<file path="src/rtl/mfs_pkg.sv">
// Shared types and helpers for the exhaustive factor search (multiplier_factorize_search).
package mfs_pkg;

    typedef enum logic [1:0] {
        IDLE,
        MUL,
        CHECK,
        DONE
    } mfs_state_e;

    localparam int MIN_NONTRIVIAL = 2;
    localparam int MIN_TRIVIAL    = 0;

    // Value with the low 'width' bits set; saturates at 32 bits.
    function automatic logic [31:0] all_ones(input int width);
        if (width >= 32)
            return '1;
        return (32'd1 << width) - 32'd1;
    endfunction

endpackage

</file>
<file path="src/rtl/mfs_shift_add_mul.sv">
// Sequential shift-add multiplier: one multiplier bit per step, exact A_W+B_W-bit product.
// Compiled out when MFS_COMB_MUL_EN is defined (the top then multiplies combinationally).
`ifndef MFS_COMB_MUL_EN
module mfs_shift_add_mul #(
    parameter int A_W = 7,
    parameter int B_W = 4
) (
    input  logic               clk,
    input  logic               rst_n,
    input  logic               i_load,
    input  logic               i_step,
    input  logic [A_W-1:0]     i_a,
    input  logic [B_W-1:0]     i_b,
    output logic [A_W+B_W-1:0] o_product
);

    localparam int P_W = A_W + B_W;

    logic [P_W-1:0] r_acc;
    logic [P_W-1:0] r_mcand;
    logic [B_W-1:0] r_mplier;

    // NOTE: load wins over step so a new operand pair never mixes with a stale partial sum.
    always_ff @(posedge clk) begin
        if (!rst_n) begin
            r_acc    <= '0;
            r_mcand  <= '0;
            r_mplier <= '0;
        end else if (i_load) begin
            r_acc    <= '0;
            r_mcand  <= P_W'(i_a);
            r_mplier <= i_b;
        end else if (i_step) begin
            if (r_mplier[0])
                r_acc <= r_acc + r_mcand;
            r_mcand  <= r_mcand << 1;
            r_mplier <= r_mplier >> 1;
        end
    end

    assign o_product = r_acc;

endmodule
`endif

</file>
<file path="src/rtl/multiplier_factorize_search.sv">
// Exhaustive search for a*b == target (b outer, a inner, ascending); reports first witness or UNSAT.
// MFS_COMB_MUL_EN: combinational product, one cycle per candidate instead of B_W+1.
module multiplier_factorize_search
    import mfs_pkg::*;
#(
    parameter int A_W = 7,
    parameter int B_W = 4
) (
    input  logic               clk,
    input  logic               rst_n,
    input  logic               start,
    input  logic               abort,
    input  logic [A_W+B_W-1:0] target,
    input  logic               nontrivial,
    output logic               busy,
    output logic               done,
    output logic               sat,
    output logic [A_W-1:0]     a_out,
    output logic [B_W-1:0]     b_out
);

    localparam int P_W = A_W + B_W;
    localparam logic [A_W-1:0] A_ONES = A_W'(all_ones(A_W));
    localparam logic [B_W-1:0] B_ONES = B_W'(all_ones(B_W));

    generate
        if (A_W < 2 || B_W < 2) begin : g_bad_width
            $error("multiplier_factorize_search: A_W and B_W must both be >= 2");
        end
    endgenerate

    mfs_state_e     r_state;
    logic [P_W-1:0] r_target;
    logic           r_nontriv;
    logic [A_W-1:0] r_a;
    logic [B_W-1:0] r_b;
    logic           r_busy;
    logic           r_done;
    logic           r_sat;
    logic [A_W-1:0] r_a_out;
    logic [B_W-1:0] r_b_out;

    logic [A_W-1:0] w_min_a_in;
    logic [B_W-1:0] w_min_b_in;
    logic [A_W-1:0] w_a_step;
    logic [B_W-1:0] w_b_step;
    logic           w_a_last;
    logic           w_b_last;
    logic [P_W-1:0] w_product;
    logic           w_match;
    logic           w_mul_last;

    // Range start comes from the live input in IDLE, from the latched flag on wrap.
    assign w_min_a_in = nontrivial ? A_W'(MIN_NONTRIVIAL) : A_W'(MIN_TRIVIAL);
    assign w_min_b_in = nontrivial ? B_W'(MIN_NONTRIVIAL) : B_W'(MIN_TRIVIAL);
    assign w_a_last   = (r_a == A_ONES);
    assign w_b_last   = (r_b == B_ONES);
    assign w_a_step   = w_a_last ? (r_nontriv ? A_W'(MIN_NONTRIVIAL) : A_W'(MIN_TRIVIAL))
                                 : r_a + A_W'(1);
    assign w_b_step   = w_a_last ? r_b + B_W'(1) : r_b;
    assign w_match    = (w_product == r_target);

`ifdef MFS_COMB_MUL_EN
    localparam mfs_state_e RUN_STATE = CHECK;

    assign w_product  = P_W'(r_a) * P_W'(r_b);
    assign w_mul_last = 1'b1;
`else
    localparam mfs_state_e RUN_STATE = MUL;
    localparam int CNT_W = $clog2(B_W);

    logic [CNT_W-1:0] r_cnt;
    logic             w_mul_load;
    logic             w_mul_step;
    logic [A_W-1:0]   w_mul_a;
    logic [B_W-1:0]   w_mul_b;

    // Reloading in every IDLE/CHECK cycle is harmless and keeps the control trivial.
    assign w_mul_load = (r_state == IDLE) || (r_state == CHECK);
    assign w_mul_step = (r_state == MUL);
    assign w_mul_a    = (r_state == IDLE) ? w_min_a_in : w_a_step;
    assign w_mul_b    = (r_state == IDLE) ? w_min_b_in : w_b_step;
    assign w_mul_last = (r_cnt == CNT_W'(B_W - 1));

    always_ff @(posedge clk) begin
        if (!rst_n || r_state != MUL)
            r_cnt <= '0;
        else
            r_cnt <= r_cnt + CNT_W'(1);
    end

    mfs_shift_add_mul #(
        .A_W (A_W),
        .B_W (B_W)
    ) u_mul (
        .clk       (clk),
        .rst_n     (rst_n),
        .i_load    (w_mul_load),
        .i_step    (w_mul_step),
        .i_a       (w_mul_a),
        .i_b       (w_mul_b),
        .o_product (w_product)
    );
`endif

    always_ff @(posedge clk) begin
        if (!rst_n) begin
            r_state   <= IDLE;
            r_target  <= '0;
            r_nontriv <= 1'b0;
            r_a       <= '0;
            r_b       <= '0;
            r_busy    <= 1'b0;
            r_done    <= 1'b0;
            r_sat     <= 1'b0;
            r_a_out   <= '0;
            r_b_out   <= '0;
        end else begin
            case (r_state)
                IDLE: begin
                    if (start) begin
                        r_target  <= target;
                        r_nontriv <= nontrivial;
                        r_a       <= w_min_a_in;
                        r_b       <= w_min_b_in;
                        r_busy    <= 1'b1;
                        r_sat     <= 1'b0;
                        r_a_out   <= '0;
                        r_b_out   <= '0;
                        r_state   <= RUN_STATE;
                    end
                end
                MUL: begin
                    if (abort) begin
                        r_busy  <= 1'b0;
                        r_state <= IDLE;
                    end else if (w_mul_last) begin
                        r_state <= CHECK;
                    end
                end
                CHECK: begin
                    if (abort) begin
                        r_busy  <= 1'b0;
                        r_state <= IDLE;
                    end else if (w_match) begin
                        r_busy  <= 1'b0;
                        r_done  <= 1'b1;
                        r_sat   <= 1'b1;
                        r_a_out <= r_a;
                        r_b_out <= r_b;
                        r_state <= DONE;
                    end else if (w_a_last && w_b_last) begin
                        r_busy  <= 1'b0;
                        r_done  <= 1'b1;
                        r_sat   <= 1'b0;
                        r_a_out <= '0;
                        r_b_out <= '0;
                        r_state <= DONE;
                    end else begin
                        r_a     <= w_a_step;
                        r_b     <= w_b_step;
                        r_state <= RUN_STATE;
                    end
                end
                DONE: begin
                    r_done  <= 1'b0;
                    r_state <= IDLE;
                end
                default: r_state <= IDLE;
            endcase
        end
    end

    assign busy  = r_busy;
    assign done  = r_done;
    assign sat   = r_sat;
    assign a_out = r_a_out;
    assign b_out = r_b_out;

endmodule

</file>
<file path="config.mk">
export PLATFORM = sky130hd
export DESIGN_NAME = multiplier_factorize_search
export DESIGN_NICKNAME = d
export VERILOG_FILES = /design/src/rtl/mfs_pkg.sv /design/src/rtl/mfs_shift_add_mul.sv /design/src/rtl/multiplier_factorize_search.sv
export SDC_FILE = /design/constraint.sdc
export NUM_CORES = 1
export LEC_CHECK = 0
export CAP_MARGIN = 20
export CORE_MARGIN = 10
export CORE_UTILIZATION = 30
export CTS_BUF_LIST = sky130_fd_sc_hd__clkbuf_8
export DETAILED_ROUTE_END_ITERATION = 8
export GPL_ROUTABILITY_DRIVEN = 0
export GPL_TIMING_DRIVEN = 0
export MAX_ROUTING_LAYER = met4
export PLACE_DENSITY = 0.55
export SLEW_MARGIN = 15
export SYNTH_ARGS = -nofsm -noshare
export SYNTH_HDL_FRONTEND = slang
export SYNTH_SLANG_ARGS = --single-unit
</file>
<file path="constraint.sdc">
create_clock -name clk -period 2.3 [get_ports clk]
set_clock_uncertainty 0.2 [all_clocks]
set_input_delay 0.46 -clock clk [delete_from_list [all_inputs] [get_ports clk]]
set_output_delay 0.46 -clock clk [all_outputs]
set_load 0.02 [all_outputs]
</file>
==> qor.txt <==
Clock Sink Count -> 67
sw power -> 0.6660 mW
P_int -> 2.021 mW
cts hold-fix bufs -> 0
htree depth -> 3
core footprint -> 11370 sq um
Leak Pwr -> 1.699 nW
Final Core Density -> 0.3823
Mapped Avg Cell Area -> 8.355 sq um
largest family of logic cells by synthesized area -> simple AND/OR/NAND/NOR gates
cell taking the most area after synthesis -> dfxtp_1
row count -> 39
Netlist cell types -> 54
Final Max Slew Viols -> 0
pin count of the biggest net entering global routing -> 13
Clock Power Share -> 0.445
failing checks -> negative setup slack
simple-gate share of the synthesized area -> 0.2185
worst vdd ir -> 351.8 uV
YS warnings -> 0
vias in the first global route -> 2944
post-synthesis xor/xnor area fraction -> 0.05796
critical path type -> reg2reg
Tmin final -> 2.355 ns
Worst-path clk slew -> 0.08 ns
ant diodes -> 0
Overflow after GRT -> 0
Worst-Skew Late Latency -> 0.35 ns
combinational share of power -> 0.104
Hold Vio Cnt, Final -> 0
antenna-violating nets left -> 0
Async S/R FF share, synth -> 0
first-pass GRT wire length -> 14980 um
Most used DFF post-synth -> dfxtp_1
IO Port Bufs -> 29
CTS max path bufs -> 2
Synth top area share -> 0.3859
compound-cell area share of the yosys netlist -> 0.2117
setup ws final -> -0.05498 ns
initial antenna violation count -> 0
die area -> 16290 sq um
most frequent cell after synthesis -> dfxtp_1
Pwr Density -> 618.3 nW/um^2
sequential share of power -> 0.451
sequential area share after synthesis -> 0.3859
Post-Synth Adder-Cell Area -> 0.07055
Hold Crit Class -> reg2reg
DR vias -> 3088
layout net count -> 496
total chip power -> 2.687 mW
post-synthesis cell count -> 416
Multi-input gate area -> 2100 sq um
pre-CTS WS -> -0.4940 ns
mux contribution to synthesized area -> 0.01728
hold_ws -> 0.2267 ns
# IOs -> 30
Final period util -> 1.024
register area -> 1348 sq um
crit end category -> flop
Root Driver -> clkbuf_8
die height -> 127.6 um
synth cell count leaders -> dfxtp_1 (67), nand2_1 (58), nor2_1 (41), a21oi_1 (35), ha_1 (18)
post-DP HPWL -> 6895 um
Starting Density -> 0.3057
largest cells by area after synthesis -> dfxtp_1 (39%), ha_1 (6.5%), nand2_1 (6.3%), a21oi_1 (5.0%), nor2_1 (4.4%)
Critical Path Source Type -> flop
measured slew at the worst slew-check pin -> 0.5606 ns
1st-iter DRT viols -> 184
synth-to-layout area growth -> 25.05%
first-pass detailed-route iteration total -> 4
Total GRT Usage -> 0.1150
cts bufs inserted -> 9
Remaining DRCs -> 0
max_slew headroom -> 0.6263
fmax -> 424.6 MHz
EDFF count, synth -> 0
final setup fails -> 1
critical path arrival -> 2.39 ns
R2R setup slack -> -0.05 ns
Syn Nets -> 451
CP required -> 2.34 ns
FF+latch count, synth -> 67
status -> finished, violations left
CP max FO -> 3
WL per Instance -> 15.01 um
layout cells sized above 1 -> 0.1137
drt total wl -> 9142 um
vias per std cell -> 5.071
sw frac -> 0.2478
# Max-Cap Violations -> 0
RSZ-0062 raised after global routing -> yes
CTS tree -> yes
Die Span X -> 127.6 um
mapped cell area -> 3476 sq um
fillers -> 1164
-- metrics by stage --
| stage | TNS [ns] | area [sq um] | cells |
|---|---|---|---|
| CTS | -0.1727 | 4258 | 605 |
| detailed placement | -9.793 | 3950 | 588 |
| global placement | -8.979 | 3950 | 588 |
| floorplan | 0 | 3481 | 416 |
| global route | -0.3111 | 4347 | 609 |
| finish | -0.05498 | 4347 | 609 |
-- power by group through the flow --
stage          Clock [mW]  Sequential (mW)  Combinational (mW)
6_report             1.20             1.21               0.278
5_1_grt              1.26             1.22               0.309
4_1_cts              1.22             1.21               0.270
3_3_place_gp            0             1.24               0.261
3_5_place_dp            0             1.24               0.262
2_1_floorplan           0             1.24               0.167
-- placed cells by master (no fill, tap or decap), types with 3 or more instances in the layout --
master           Yosys  routed
a21o_1               3       3
a21oi_1             35      34
a22o_1              14      14
a22oi_1              9       9
a31oi_1              3       3
and2_1               4       4
and3_1               6       6
buf_1                3       3
buf_4                0       7
bufinv_16            0       3
clkbuf_1            17      10
clkbuf_2             1       3
clkbuf_8             0       9
clkdlybuf4s50_1      0      29
dfxtp_1             67      62
dfxtp_2              0       5
ha_1                18      16
inv_1               14      15
mux2i_1              6       6
nand2_1             58      58
nand2b_1             4       4
nand3_1              8       8
nand4_1              3       3
nor2_1              41      39
nor2b_1              3       3
nor3_1              10       9
o2111ai_1            3       3
o21ai_0             13      10
o21ai_1              1       3
o21bai_1             3       3
o22ai_1              8       8
or3_1                5       5
xnor2_1              9       9
xor2_1              14      14
-- timing repair --
action | in CTS | in global routing
pin swaps | 8 | 8
setup buffers | 3 | 4
gates resized for setup | 16 | 20
endpoints found under the setup margin | 31 | 30
-- kinds of logic (layout without fill, tap and decap cells) --
family | count (synthesis) | after routing
xor+xnor | 23 | 23
compound gates | 110 | 110
mux | 6 | 6
buf+inv | 35 | 85
flops | 67 | 67
simple gates | 156 | 156
fa+ha+maj | 19 | 19
-- path summary, 6_finish.rpt --
kind,start,to,cells after the start
max,u_mul.o_product[0],u_mul.o_product[8],8
min,r_cnt[0],r_cnt[0],1
max reg2reg,u_mul.o_product[0],u_mul.o_product[8],8
min reg2reg,r_cnt[0],r_cnt[0],1
-- flip-flops by register name (all words and copies together) (netlist names) --
| name | cells |
|---|---|
| sat | 1 |
| r_target | 11 |
| busy | 1 |
| u_mul.o_product | 11 |
| r_cnt | 2 |
| r_nontriv | 1 |
| r_state | 2 |
| u_mul.r_mplier | 4 |
| r_a | 7 |
| u_mul.r_mcand | 11 |
| b_out | 4 |
| a_out | 7 |
| done | 1 |
| r_b | 4 |
-- layer usage --
layer,vias up,global-route usage,routed length (um)
met4,0,0.03974,101
met3,8,0.02275,323
met2,57,0.1717,4228
met1,1445,0.1517,4488
met5,-,-,0
li1,1578,-,-
-- cell type report --
class	instances	area share
Timing Repair Buffer	36	0.07887
Sequential cell	67	0.3100
Multi-Input combinational cell	314	0.4830
Clock buffer	9	0.02850
Buffer	19	0.01929
Tap cell	143	0.04116
Inverter	14	0.01209
Clock inverter	7	0.02706
-- critical path, cell delays in order, from the launching register on --
cell	delay, ns
dfxtp_2	0.34
ha_4	0.16
fa_2	0.38
a211oi_4	0.26
o21bai_1	0.11
a2111oi_1	0.37
or3_1	0.21
nor4_2	0.05
nand3b_1	0.16
Note: power is estimated with default switching activity, not from simulation.
